**src/rtl/imem_pkg.sv**
```systemverilog
// Shared types and constants for the synchronous instruction memory.
// Latency: n/a (declarations only).
// Backpressure: n/a.
// Contents: INIT/RUN state type, NOP encoding, 11-entry boot image and
// boot_word() lookup (returns 0 beyond the image).
package imem_pkg;

  typedef enum logic {
    ST_INIT = 1'b0,
    ST_RUN  = 1'b1
  } imem_state_t;

  localparam int unsigned NOP_WORD  = 0;
  localparam int unsigned BOOT_SIZE = 11;

  // Ascending range so that element 0 is the first word of the image.
  localparam logic [0:BOOT_SIZE-1][7:0] BOOT_IMAGE = {
    8'h49, 8'hC1, 8'h18, 8'hA9, 8'h4D, 8'h3D,
    8'h19, 8'h00, 8'h05, 8'h0A, 8'h0F
  };

  function automatic logic [7:0] boot_word(input int unsigned i);
    logic [7:0] w;
    w = 8'h00;
    if (i < BOOT_SIZE) w = BOOT_IMAGE[i[3:0]];
    return w;
  endfunction

endpackage

```
**src/rtl/imem_init_seq.sv**
```systemverilog
// Post-reset initialisation sequencer: walks init_ptr over every word, then
// Latency: DEPTH cycles of INIT after reset deasserts, ready on the next cycle.
// Backpressure: none; ready gates fetch/load in the parent.
// Ports: clk, reset (sync, active-high); init_we/init_addr drive the parent's
// write mux during INIT; ready is high in RUN.
module imem_init_seq
  import imem_pkg::*;
#(
  parameter int DEPTH  = 32,
  parameter int ADDR_W = 8
) (
  input  logic              clk,
  input  logic              reset,
  output logic              init_we,
  output logic [ADDR_W-1:0] init_addr,
  output logic              ready
);

  localparam logic [ADDR_W-1:0] LAST_ADDR = ADDR_W'(DEPTH - 1);

  imem_state_t       state, state_nxt;
  logic [ADDR_W-1:0] init_ptr, init_ptr_nxt;

  always_ff @(posedge clk) begin
    if (reset) begin
      state    <= ST_INIT;
      init_ptr <= '0;
    end else begin
      state    <= state_nxt;
      init_ptr <= init_ptr_nxt;
    end
  end

  always_comb begin
    state_nxt    = state;
    init_ptr_nxt = init_ptr;
    init_we      = 1'b0;
    ready        = 1'b0;
    case (state)
      ST_INIT: begin
        init_we = 1'b1;
        if (init_ptr == LAST_ADDR) state_nxt = ST_RUN;
        else                       init_ptr_nxt = init_ptr + 1'b1;
      end
      ST_RUN: begin
        ready = 1'b1;
      end
    endcase
  end

  assign init_addr = init_ptr;

endmodule

```
**src/rtl/imem.sv**
```systemverilog
// Synchronous instruction memory with registered fetch, program-load port,
// Latency: fetch_req at edge N -> fetch_valid/instruction at edge N+1; loads
// Backpressure: none; requests are dropped while ready is low (INIT).
// Ports: clk, reset (sync, active-high), ready; fetch_req/fetch_addr ->
// fetch_valid/instruction/addr_err; load_en/load_addr/load_data -> load_err.
// Build option: define IMEM_BOOT_IMAGE_EN to initialise from the boot image,
// otherwise every word initialises to 0.
module imem_sync
  import imem_pkg::*;
#(
  parameter int INSTR_W = 8,
  parameter int DEPTH   = 32,
  parameter int ADDR_W  = 8
) (
  input  logic               clk,
  input  logic               reset,
  output logic               ready,
  input  logic               fetch_req,
  input  logic [ADDR_W-1:0]  fetch_addr,
  output logic               fetch_valid,
  output logic [INSTR_W-1:0] instruction,
  output logic               addr_err,
  input  logic               load_en,
  input  logic [ADDR_W-1:0]  load_addr,
  input  logic [INSTR_W-1:0] load_data,
  output logic               load_err
);

  localparam int IDX_W = (DEPTH > 1) ? $clog2(DEPTH) : 1;
  // One extra bit so DEPTH == 2**ADDR_W still compares correctly.
  localparam logic [ADDR_W:0] DEPTH_LIM = (ADDR_W + 1)'(DEPTH);

  logic [INSTR_W-1:0] mem [DEPTH];

  logic               init_we;
  logic [ADDR_W-1:0]  init_addr;
  logic [INSTR_W-1:0] init_data;
  logic               fetch_in_range, load_in_range;
  logic               fetch_go, load_go;
  logic               wr_en;
  logic [IDX_W-1:0]   wr_idx;
  logic [INSTR_W-1:0] wr_data;

  imem_init_seq #(
    .DEPTH  (DEPTH),
    .ADDR_W (ADDR_W)
  ) u_init_seq (
    .clk       (clk),
    .reset     (reset),
    .init_we   (init_we),
    .init_addr (init_addr),
    .ready     (ready)
  );

`ifdef IMEM_BOOT_IMAGE_EN
  assign init_data = INSTR_W'(boot_word(32'(init_addr)));
`else
  assign init_data = '0;
`endif

  assign fetch_in_range = ({1'b0, fetch_addr} < DEPTH_LIM);
  assign load_in_range  = ({1'b0, load_addr}  < DEPTH_LIM);
  assign fetch_go       = ready & fetch_req;
  assign load_go        = ready & load_en;

  // Write mux: the sequencer owns the array during INIT, the load port in RUN.
  always_comb begin
    wr_en   = 1'b0;
    wr_idx  = '0;
    wr_data = '0;
    if (init_we) begin
      wr_en   = 1'b1;
      wr_idx  = init_addr[IDX_W-1:0];
      wr_data = init_data;
    end else if (load_go && load_in_range) begin
      wr_en   = 1'b1;
      wr_idx  = load_addr[IDX_W-1:0];
      wr_data = load_data;
    end
  end

  // Storage has no reset; INIT rewrites every word instead.
  always_ff @(posedge clk) begin
    if (!reset && wr_en) mem[wr_idx] <= wr_data;
  end

  // The read samples mem before this edge's write lands, giving
  // read-before-write for a same-address load and fetch.
  always_ff @(posedge clk) begin
    if (reset) begin
      fetch_valid <= 1'b0;
      instruction <= '0;
      addr_err    <= 1'b0;
      load_err    <= 1'b0;
    end else begin
      fetch_valid <= fetch_go;
      addr_err    <= fetch_go & ~fetch_in_range;
      load_err    <= load_go & ~load_in_range;
      if (fetch_go) begin
        instruction <= fetch_in_range ? mem[fetch_addr[IDX_W-1:0]]
                                      : INSTR_W'(NOP_WORD);
      end
    end
  end

endmodule

```
**config.mk**
```make
export PLATFORM = sky130hd
export DESIGN_NAME = imem_sync
export DESIGN_NICKNAME = d
export VERILOG_FILES = /design/src/rtl/imem_pkg.sv /design/src/rtl/imem_init_seq.sv /design/src/rtl/imem.sv
export SDC_FILE = /design/constraint.sdc
export NUM_CORES = 1
export LEC_CHECK = 0
export ABC_AREA = 1
export BUFFER_PORTS_ARGS = -buffer_cell sky130_fd_sc_hd__buf_2
export CAP_MARGIN = 20
export CORE_MARGIN = 4
export CORE_UTILIZATION = 60
export CTS_CLUSTER_DIAMETER = 60
export DETAILED_ROUTE_END_ITERATION = 10
export GPL_ROUTABILITY_DRIVEN = 0
export PLACE_DENSITY = 0.78
export SLEW_MARGIN = 20
export SYNTH_ARGS = -nofsm -noshare
export SYNTH_HDL_FRONTEND = slang
export SYNTH_SLANG_ARGS = --single-unit
```
**constraint.sdc**
```tcl
create_clock -name clk -period 4.23 [get_ports clk]
set_clock_uncertainty 0.2 [all_clocks]
set_input_delay 0.6345 -clock clk [delete_from_list [all_inputs] [get_ports clk]]
set_output_delay 0.6345 -clock clk [all_outputs]
set_load 0.1 [all_outputs]
```
### After elaboration in Yosys (flattened, before gate mapping)

Memories as Yosys holds them, arrays and structs flattened.
Index checks and enable logic that the tools add are counted.

* memory bits (writable): 256
* bits of input ports: 28
* output and inout port bits: 12
* logic and storage cells: 35
* memories: 1
* bits in registers: 20

Memories
* mem: depth 32, bits a word 8, rd ports 1, clocked after Yosys merged registers in 0, write ports 1, RTL line imem.sv:33 `logic [INSTR_W-1:0] mem [DEPTH];`

* add/sub/neg operators: 1
* reduce and logical (&&, ||, !) cells: 4
* mux-type cells: 12
* equal/unequal tests: 1
* bitwise gates (word level): 8
* magnitude comparators: 2

Operators by type and width (number)
* $mux 8: 3
* $lt 8x6->1 const B: 2
* $mux 5: 2
* $add 8x1->8 const B: 1
* $eq 8x5->1 const B: 1
* $mux 1: 7
* $and 1x1->1: 4
* $not 1->1: 4
* $logic_and 1x1->1: 2
* $reduce_and 2->1: 1
* $logic_not 1->1: 1

### Longest topological paths before layout

Gate-level depths: netlist of the first run.

* depth in word-level cells: 8
* gate-level depth with buffers: 11
* depth with buffers taken out: 9

### Cells and area by module

From an unflattened synthesis of the first run, not the netlist that was laid out.

* cells, all modules: 1061
* area, all modules: 11447.2 µm²

By module, submodules not included
* imem_sync: sequential area each 7907.6 µm², cells an instance 997, instances 1, area each 10990.5 µm²
* imem_init_seq: sequential area each 180.2 µm², cells an instance 64, instances 1, area each 456.7 µm²

### Worst setup path before layout of the first run

OpenSTA, ideal clock, no wires.

* kind: reg-to-reg
* from: reg u_init_seq.state
* to: mem mem[13][0], enable pin
* path buffers: 2
* arrival: 2.472 ns
* cell stages (with the launch flop): 9
* setup slack: 1.187 ns
* setup time: 0.370 ns
* clock period less this slack: 3.043 ns
* required time: 3.660 ns
* cells stage by stage: dfxtp_1 -> buf_2 -> nand2_1 -> nor2_4 -> inv_2 -> buf_6 -> a21oi_4 -> nand3_1 -> nor2_1

* longest elaborated chain between the ends: 8
* elaborated cells on any way between the ends: 10
* those cells by class: mux: 7; bitwise: 1; reduce/logical: 2

Ends and longest elaborated chain
* start, declared: RTL line imem_init_seq.sv:21 `imem_state_t state, state_nxt;`
* start signal, assigned: RTL line imem_init_seq.sv:29 `state <= state_nxt;`
* $mux 1: RTL line imem_init_seq.sv:39 `case (state)`
* $and 1x1->1: RTL line imem.sv:64 `assign load_go = ready & load_en;`
* $logic_and 1x1->1: RTL line imem.sv:75 `end else if (load_go && load_in_range) begin`
* $mux 1: RTL line imem.sv:75
* $mux 1: RTL line imem.sv:71 `if (init_we) begin`
* $logic_and 1x1->1: RTL line imem.sv:84 `if (!reset && wr_en) mem[wr_idx] <= wr_data;`
* $mux 1: RTL line imem.sv:84
* $mux 1 (implied by the code): RTL line imem.sv:84
* end, declared: RTL line imem.sv:33

Several ways; a longest one is shown, not always the timed one.

### Worst setup path after layout of the first run

* from: reg u_init_seq.state
* to: mem mem[16][2], enable pin

Same word-level chain as after synthesis.

==> results by group, run 1 <==
Synth
  – Post-Synth XOR/XNOR Area: 0
  – Synth Cell Area: 11380 um2
  – Seq/Total Area, Yosys: 0.7108
  – Synth top area share: 0.6756
  – Compound-gate portion of the synthesized area: 0.01364
  – Yosys warning count: 0
  – Ys async rst share: 0
  – Post-synth EDFFs: 256
  – Post-synth top flop: edfxtp_1
  – Largest family of logic cells by synthesized area: simple AND/OR/NAND/NOR gates
  – Synth Area in Simple Gates: 0.2416
  – Post-synthesis mux area share: 0
  – Post-synth top cells: nand2_1, edfxtp_1, nand3_1
  – Mean Syn Cell Area: between 10 and 15 um2
  – Synth area leaders: edfxtp_1, nand2_1, nand3_1
  – Syn Nets: 1077
  – Adder-cell share of the synthesized area: 0.001100
  – Cell variety after synth: 29
  – Leading area contributor after synthesis: edfxtp_1
  – Most frequent cell after synthesis: nand2_1
  – Synth Instances: 1048
  – Flop and latch count out of synthesis: 276

Routing
  – Final ANT Viol Nets: 0
  – 1st-iter DRT viols: 828
  – Via count: between 7000 and 8000
  – # DRC: 0
  – Wirelength, routed: 26930 um
  – Drt wl/cell: 20.17 um
  – DR pass1 iterations: 6
  – Via density: 5.929

Worst hold path
  – Hold path depth: 3
  – Min-Delay Startpoint: load_en
  – Worst Hold Class: primary input to flip-flop
  – Worst Hold Path EP: load_err$_SDFF_PP0_

Clock tree
  – Sink Count: 276
  – Worst-path clk slew: 0.06 ns
  – H-tree depth: 1
  – Clock root buffer: clkbuf_16
  – Clock latency on the worst-skew pair: 0.54 ns
  – Cts hold-fix bufs: 0
  – CTS tree: done
  – Clock buffer depth: 3
  – Cts repair resizes: 0
  – Number of buffers created by CTS: 27
  – Postcts setup bufs: 0

Place
  – Port bufs: 39
  – Dpl hpwl: 16090 um

Setup path
  – R2r setup slk: 1.05 ns
  – CP delay by family, top: simple AND/OR/NAND/NOR gates
  – R2R depth: 6
  – Worst setup SP type: flip-flop
  – CP Capture Type: flip-flop
  – FF-to-FF Start: u_init_seq.state$_SDFF_PP0_
  – Crit-path slowest cell: nor2_1
  – Worst Setup SP: u_init_seq.state$_SDFF_PP0_
  – Worst Path Arrival: 3.14 ns
  – CP peak stage delay: about 0.74 ns
  – WP data required: 4.19 ns
  – RR Endpoint: mem[16][2]$_DFFE_PP_
  – Crit Path Class: flip-flop to flip-flop
  – Crit path max fanout: 11
  – Crit-path cells: nand2_1 > nor2_4 > inv_2 > a21oi_4 > nand3_1 > nor2_1
  – CP Buf/Inv Count: 1

Power
  – Pwr Density: 448.2 nW/um2
  – Worst vdd ir: 398.8 uV
  – Leak: roughly 4.7 nW

STA
  – Worst Max-Slew Pin Slew: ~1.1 ns
  – RSZ-0062 raised after global routing: no
  – Max_slew headroom: 0.2672
  – Slew Viols, Final: 0
  – Final worst path period need: 3.182 ns
  – # setup viols final: 0
  – Setup tns final: 0 ns
  – Fin. Hold Viols: 0
  – WHS: 0.1619 ns
  – Final Cycle Share: 0.7524
  – FMAX: 314.2 MHz

GRT
  – Pin count of the biggest net entering global routing: 113
  – Vias in the first global route: 7658
  – Total gr overflow: 0
  – First-pass GRT wire length: 42140 um
  – GRT Total Usage: 0.2531
  – Initial antenna violation count: 0

Floorplan
  – Number of core rows: 50
  – Io pins: 40
  – Initial Util: 0.6083
  – Core area: 18710 um2
  – Die area: 21230 um2
  – Die height: about 150 um
  – Die X: 145.7 um

Final layout
  – Final Net Count: 1109
  – Antenna diode count: 0
  – Area delta synth->final: 11.74%
  – Layout cell share with drive strength beyond 1: 0.1035

Run
  – MaxCap Viol Count: 0

Run status
  – Run status: finished clean
[logic make-up (layout without fill, tap and decap cells)]
group,after synthesis,after routing
and+or+nand+nor,657,657
DFF,276,276
buffers and inverters,89,142
AOI/OAI and AO/OA,25,25
adders and majority gates,1,1
[metal layers]
layer / track usage / share of wire
met1: 0.3537 / 0.38
met2: 0.4101 / 0.48
met3: 0.03893 / 0.095
met4: 0.09164 / 0.038
met5: 0 / 0
[through the flow]
stage | area, um2 | utilization | power (mW) | cells | worst slack (ns)
2_1_floorplan | 11380 | - | 3.225 | 1048 | 1.187
3_3_place_gp | 11790 | 0.6302 | 3.307 | 1284 | 0.8980
3_5_place_dp | 11790 | 0.6302 | 3.314 | 1284 | 0.7737
4_1_cts | 12690 | 0.6787 | 5.695 | 1334 | 1.110
5_1_grt | 12710 | 0.6797 | 5.868 | 1335 | 0.9360
6_report | 12710 | 0.6797 | 5.699 | 1335 | 1.048
[cell type report]
type	instances	area [um2]
timing repair buffer	57	357.8
multi-input combinational	683	2937
fill	1319	5991
clock inverter	17	188.9
sequential	276	8088
inverter	35	132.6
clock buffer	33	718.2
tap	234	292.8
[state kept, by name (all words and copies together) (netlist names)]
signal	cells
addr_err	1
fetch_valid	1
instruction	8
load_err	1
mem	256
u_init_seq.init_addr	8
u_init_seq.state	1
[placed cells by master, fill, tap and decap left out, drive strengths merged, types with 3 or more instances in the layout]
master,synthesis,layout
clkbuf,19,33
edfxtp,256,256
nor3,3,3
a21oi,13,13
inv,34,34
clkinv,1,12
buf,35,57
o21ai,6,6
dfxtp,20,20
nand3,205,205
nor2,52,52
bufinv,0,4
nand2,393,393
[worst register-to-register path, stage by stage (launching register included)]
cell	delay (ns)
dfxtp_1	0.60
nand2_1	0.18
nor2_4	0.18
inv_2	0.16
a21oi_4	0.20
nand3_1	0.54
nor2_1	0.75
[power by group]
part / switching [mW] / internal [mW]
combinational: 0.216 / 0.0879
sequential: 0.00702 / 2.96
clock: 0.978 / 1.45
total: 1.20 / 4.50
[how the worst max path moves through the flow]
stage	endpoint	slack [ns]	cells past startpoint
after floorplan	mem[13][0]$_DFFE_PP_	1.19	8
after global placement	mem[20][6]$_DFFE_PP_	0.90	7
after detailed placement	mem[16][6]$_DFFE_PP_	0.77	7
after CTS	mem[16][6]$_DFFE_PP_	1.11	6
after global routing	mem[16][1]$_DFFE_PP_	0.94	6
final	mem[16][2]$_DFFE_PP_	1.05	6
Power figures use the tool's default switching activity.
==> inputs of run 2 (changes only) <==
- CORE_UTILIZATION: 60 -> 56
- PLACE_DENSITY: 0.78 -> 0.76
- clock period: 4.23 -> 2.79 ns (I/O delays scaled with it)
==> run 2 against run 1 <==
Effect of this change: global-route usage decreased by 0.12 points; die area up 6.7%; setup slack got worse by 1.0 ns; combinational power rose by 58%; total power rose by 54%; largest cell class unchanged; critical endpoint is now mem[1][4]$_DFFE_PP_.
==> results by group, run 2 (synthesized netlist as in run 1, its figures left out) <==
Place
  – Placed Cells: 1353 (+5.4%)
  – Port bufs: 39 (unchanged)
  – Dpl hpwl: 16510 um (+2.6%)
  – Pre-CTS WS: -0.02075 ns (-0.7945 ns)
  – Placement Cell Area: 12150 um2 (+3.1%)

Run status
  – Run status: finished clean

Clock tree
  – Sink Count: 276 (unchanged)
  – Clock latency on the worst-skew pair: 0.54 ns (about the same)
  – Worst-path clk slew: 0.06 ns (about the same)
  – Number of buffers created by CTS: 28 (+3.7%)
  – H-tree depth: 1 (unchanged)
  – Clock buffer depth: 3 (unchanged)
  – CTS tree: done
  – Clock root buffer: clkbuf_16

Power
  – Sw Ratio: 0.2099 (-0.001031)
  – Clock Power Share: 0.434 (+0.008)
  – Internal power: 6.947 mW (+54%)
  – Worst vdd ir: 593.0 uV (+49%)
  – Combinational power share: 0.055 (+0.002)
  – Seq pwr share: 0.511 (-0.009)
  – Pwr Density: 670.7 nW/um2 (+50%)
  – Leak: 4.950 nW (+4.6%)
  – Psw: 1.845 mW (+54%)

Routing
  – DR pass1 iterations: 5 (-1)
  – # DRC: 0 (unchanged)
  – Via density: 5.718 (-3.6%)
  – Wirelength, routed: 27900 um (+3.6%)
  – Drt wl/cell: 19.85 um (-1.6%)
  – Final ANT Viol Nets: 0 (unchanged)
  – Via count: 8040 (+1.6%)
  – 1st-iter DRT viols: 841 (+1.6%)

Floorplan
  – Die height: 150.5 um (+3.3%)
  – Die area: 22660 um2 (+6.7%)
  – Number of core rows: 51 (+2.0%)
  – Die X: 150.5 um (+3.3%)
  – Initial Util: 0.5771 (-0.03123)
  – Core area: 19720 um2 (+5.4%)
  – Io pins: 40 (unchanged)

STA
  – Fin. Hold Viols: 0 (unchanged)
  – RSZ-0062 raised after global routing: no
  – Slew Viols, Final: 0 (unchanged)
  – Worst Max-Slew Pin Slew: 0.7502 ns (-0.3478 ns)
  – Final Cycle Share: 0.9947
  – Max_slew headroom: 0.4980 (+0.2308)
  – Post-route worst setup slack: 0.01472 ns (-1.033 ns)
  – Final worst path period need: 2.775 ns
  – FMAX: 360.3 MHz
  – # setup viols final: 0 (unchanged)

Setup path
  – RR Endpoint: mem[1][4]$_DFFE_PP_
  – Crit Path Class: primary input to flip-flop
  – CP Capture Type: flip-flop
  – Crit path max fanout: 8 (-3)
  – Worst Setup SP: load_en
  – R2r setup slk: 0.09 ns (-0.96 ns)
  – WP data required: 2.76 ns (-1.43 ns)
  – Worst Path Arrival: 2.75 ns (-0.39 ns)
  – R2R depth: 6 (unchanged)
  – Worst setup SP type: primary input
  – Critical Path End: mem[1][4]$_DFFE_PP_
  – FF-to-FF Start: u_init_seq.state$_SDFF_PP0_

Final layout
  – Antenna diode count: 0 (unchanged)
  – Final core occ: 0.6649 (-0.01484)
  – Non-filler cells, final: 1406 (+5.3%)
  – Layout cell share with drive strength beyond 1: 0.1315 (+0.02792)
  – Area delta synth->final: 15.22%
  – Biggest register: mem
  – Final Net Count: 1148 (+3.5%)
  – Post-route cell area: 13110 um2 (+3.1%)
  – Max FFs per register: 256 (unchanged)
  – Most frequent cells in the layout: nand2_1, edfxtp_1, nand3_1, buf_4, nor2_1
  – Commonest non-fill, non-tap cell in the layout: nand2_1

GRT
  – First-pass GRT wire length: 43140 um (+2.4%)
  – Pin count of the biggest net entering global routing: 129 (+14%)
  – GRT Total Usage: 0.2519 (-0.001215)
  – Vias in the first global route: 7786 (+1.7%)
  – Total gr overflow: 0 (unchanged)
  – Initial antenna violation count: 0 (unchanged)

Worst hold path
  – Worst Hold Class: primary input to flip-flop

Run
  – MaxCap Viol Count: 0 (unchanged)
[run 2: metrics by stage]
stage	hold WS, ns	power, mW	setup TNS (ns)
global placement	0.2518	5.036	0
detailed placement	0.2548	5.045	-0.1638
CTS	0.01378	8.811	0
global route	0.05163	9.044	0
floorplan	0.2717	4.889	0
finish	0.01623	8.793	0
[run 2: metal layers]
metal / up-vias / global-route usage / wire, um / share of wire
li1: 3739 / - / - / -
met1: 3756 / 0.3428 / 10810 / 0.39
met2: 461 / 0.4174 / 13580 / 0.49
met3: 84 / 0.03943 / 2592 / 0.093
met4: 0 / 0.08692 / 925 / 0.033
met5: - / 0 / 0 / 0
[run 2: power groups by stage]
| stage | Clock [mW] | Combinational [mW] | Sequential (mW) |
|---|---|---|---|
| 4_1_cts | 3.85 | 0.470 | 4.50 |
| 2_1_floorplan | 0 | 0.309 | 4.58 |
| 3_3_place_gp | 0 | 0.453 | 4.58 |
| 5_1_grt | 4.02 | 0.528 | 4.50 |
| 6_report | 3.82 | 0.479 | 4.50 |
| 3_5_place_dp | 0 | 0.462 | 4.58 |
[run 2: repair_timing]
action / in CTS / in global routing
gates resized for setup: 0 / 0
endpoints found under the hold margin: 1 / 0
hold buffers: 1 / 0
buffers inserted: 0 / 0
[run 2: area by class of cell]
class,instances,area [um2]
Sequential cell,276,8089
Fill cell,1433,6608
Multi-Input combinational cell,683,2937
Clock buffer,43,829.5
Timing Repair Buffer,95,670.6
Tap cell,265,331.6
Inverter,35,132.6
Clock inverter,9,120.1
[run 2: critical path, stage by stage]
cell and delay, ns:
dlygate4sd3_1 0.55, buf_2 0.13, nand2_1 0.09, nor2_4 0.06, a22oi_1 0.42, inv_1 0.18
nor2_1 0.17, nand2_1 0.14, nor2_1 0.57
[run 2: worst min path at each step]
stage,startpoint,to,cells past startpoint
2_1_floorplan,u_init_seq.init_addr[5]$_SDFFE_PP0P_,u_init_seq.init_addr[5]$_SDFFE_PP0P_,2
3_3_place_gp,instruction[0]$_SDFFE_PP0P_,instruction[0]$_SDFFE_PP0P_,2
3_5_place_dp,instruction[7]$_SDFFE_PP0P_,instruction[7]$_SDFFE_PP0P_,2
4_1_cts,load_addr[5],load_err$_SDFF_PP0_,4
5_1_grt,fetch_addr[5],addr_err$_SDFF_PP0_,4
6_report,fetch_addr[5],addr_err$_SDFF_PP0_,4
==> inputs of run 3 (changes only) <==
- SYNTH_HIERARCHICAL: unset -> 1
==> run 3 against run 2 <==
Effect of this change: die area up 0.57%; first-iteration DRC count is 14% higher; sequential power about the same; hold slack better by 0.012 ns; count of clock-buffer cells in the layout fell by 6; critical path type is now flip-flop to flip-flop; largest cell class unchanged.
==> results by group, run 3 <==
Place
  – Port bufs: 39 (unchanged)
  – Placement Cell Area: 12220 um2 (+0.57%)
  – Dpl hpwl: 16410 um (-0.61%)

STA
  – Final worst path period need: 2.424 ns (-0.3516 ns)
  – # setup viols final: 0 (unchanged)
  – FMAX: 412.6 MHz (+15%)
  – Setup tns final: 0 ns (unchanged)
  – WHS: 0.02868 ns (+0.01245 ns)
  – RSZ-0062 raised after global routing: no
  – Worst Max-Slew Pin Slew: 0.7651 ns (+0.01488 ns)
  – Max_slew headroom: 0.4881 (-0.009958)
  – Final Cycle Share: 0.8687 (-0.1260)
  – Slew Viols, Final: 0 (unchanged)
  – Fin. Hold Viols: 0 (unchanged)

Worst hold path
  – Min-Delay Startpoint: load_en
  – Worst Hold Class: primary input to flip-flop

Setup path
  – Crit-path slowest cell: dfxtp_2
  – WP data required: 2.82 ns (+0.06 ns)
  – CP peak stage delay: 0.33 ns (-0.24 ns)
  – Crit Path Class: flip-flop to flip-flop
  – CP dominant cell by count: inv_1
  – CP Capture Type: flip-flop
  – CP delay by family, top: buffers and inverters
  – Worst Path Arrival: 2.45 ns (-0.30 ns)
  – Crit-path cells: inv_1 > inv_1 > nand4_4 > inv_4 > a22oi_1 > inv_2 > nor2_2 > nand2_1 > nor2_1 > buf_4
  – CP Buf/Inv Count: 5 (+2)
  – FF-to-FF Start: u_init_seq/state$_SDFF_PP0_
  – Crit path max fanout: 9 (+1)
  – Worst Setup SP: u_init_seq/state$_SDFF_PP0_
  – Worst setup SP type: flip-flop

Synth
  – Syn Nets: 1090 (+1.2%)
  – Leading area contributor after synthesis: edfxtp_1
  – Mean Syn Cell Area: 10.79 um2 (-0.63%)
  – Yosys warning count: 6 (+6)
  – Ys async rst share: 0 (unchanged)
  – Post-synth top cells: nand2_1, edfxtp_1, nand3_1
  – Synth area leaders: edfxtp_1, nand2_1, nand3_1
  – Most frequent cell after synthesis: nand2_1
  – Seq/Total Area, Yosys: 0.7065 (-0.004273)
  – Synth Cell Area: 11450 um2 (+0.60%)
  – Post-synth EDFFs: 256 (unchanged)
  – Synth top area share: 0.6715 (-0.004061)
  – Synth Instances: 1061 (+1.2%)
  – Flop and latch count out of synthesis: 276 (unchanged)
  – Post-synth top flop: edfxtp_1
  – Cell variety after synth: 26 (-10%)

Floorplan
  – Die height: 151.0 um (+0.29%)
  – Initial Util: 0.5676 (-0.009511)
  – Io pins: 40 (unchanged)
  – Number of core rows: 52 (+2.0%)
  – Die X: 151.0 um (+0.29%)
  – Die area: 22790 um2 (+0.57%)
  – Core area: 20170 um2 (+2.3%)

GRT
  – First-pass GRT wire length: 43350 um (+0.50%)
  – Initial antenna violation count: 0 (unchanged)
  – Pin count of the biggest net entering global routing: 81 (-37%)
  – GRT Total Usage: 0.2516 (-0.0003212)
  – Total gr overflow: 0 (unchanged)
  – Vias in the first global route: 7971 (+2.4%)

Final layout
  – Final Net Count: 1161 (+1.1%)
  – Area delta synth->final: 15.27% (about the same)
  – Max FFs per register: 256 (unchanged)
  – Antenna diode count: 0 (unchanged)
  – Layout cell share with drive strength beyond 1: 0.1415 (+0.01003)
  – Most frequent cells in the layout: nand2_1, edfxtp_1, nand3_1, buf_4, nor2_1
  – Post-route cell area: 13200 um2 (+0.65%)
  – Biggest register: mem
  – Commonest non-fill, non-tap cell in the layout: nand2_1

Routing
  – DR pass1 iterations: 5 (unchanged)
  – # DRC: 0 (unchanged)
  – Via density: 5.761 (+0.74%)
  – Final ANT Viol Nets: 0 (unchanged)
  – Via count: 8192 (+1.9%)
  – Drt wl/cell: 19.88 um (+0.15%)
  – 1st-iter DRT viols: 955 (+14%)
  – Wirelength, routed: 28260 um (+1.3%)

Power
  – Leak: 5.172 nW (+4.5%)
  – Pwr Total: 8.804 mW (+0.13%)
  – Worst vdd ir: 703.7 uV (+19%)
  – Pwr Density: 667.2 nW/um2 (-0.52%)

Clock tree
  – Sink Count: 276 (unchanged)
  – Clock buffer depth: 3 (unchanged)
  – CTS tree: done
  – H-tree depth: 1 (unchanged)
  – Cts hold-fix bufs: 2 (+1)
  – Clock root buffer: clkbuf_16
  – Number of buffers created by CTS: 27 (-3.6%)
  – Worst-path clk slew: 0.06 ns (about the same)
  – Cts repair resizes: 0 (unchanged)
  – Clock latency on the worst-skew pair: 0.53 ns (about the same)
  – Postcts setup bufs: 0 (unchanged)

Run
  – MaxCap Viol Count: 0 (unchanged)

Run status
  – Run status: finished clean
[run 3: per-layer routing]
layer  GRT usage  routed length, um  up-vias
li1            -                  -     3774
met1      0.3425              10840     3858
met2      0.4106              13460      472
met3     0.04788               3049       88
met4     0.08704                911        0
met5           0                  0        -
[run 3: path summary, 6_finish.rpt]
check	to	slack, ns	cells past startpoint
max reg2reg	mem[6][1]$_DFFE_PP_	0.37	10
max	mem[6][1]$_DFFE_PP_	0.37	10
min	load_err$_SDFF_PP0_	0.03	4
min reg2reg	instruction[0]$_SDFFE_PP0P_	0.26	2
[run 3: layout make-up]
type | count | area [um2]
inverters | 30 | 116.4
multi-input cells | 701 | 3015
repair buffers | 96 | 680.7
clock inverters | 12 | 161.4
fillers | 1530 | 6974
clock buffers | 37 | 794.5
flip-flops and latches | 276 | 8089
well taps | 270 | 337.8
[run 3: stage by stage]
stage,setup slack (ns),cells,util
after CTS,0.3851,1422,0.6542
after global routing,0.1331,1422,0.6542
after global placement,0.3935,1371,0.6058
after floorplan,0.08213,1061,-
after detailed placement,0.3385,1371,0.6058
final,0.3663,1422,0.6542
[run 3: tightest hold or removal path, delay by kind of cell]
family                 cells  cell delay (ns)
buffers and inverters      2             0.12
AO/OA/AOI/OAI              1             0.10
AND/OR/NAND/NOR            1             0.07
[run 3: kinds of logic (layout without fill, tap and decap cells)]
logic type / count (synthesis) / count (layout) / share of synthesized area
buffers and inverters: 84 / 175 / 0.03181
and+or+nand+nor: 675 / 675 / 0.2479
DFF: 276 / 276 / 0.7065
AOI/OAI and AO/OA: 24 / 24 / 0.01191
xor gates and xnor gates: 1 / 1 / 0.0007653
adders and majority gates: 1 / 1 / 0.001093
[run 3: report_power, final]
group	internal [mW]	switching [mW]	total, mW
Sequential	4.48	0.0119	4.50
Combinational	0.139	0.312	0.451
Clock	2.35	1.50	3.86
Total	6.98	1.83	8.80
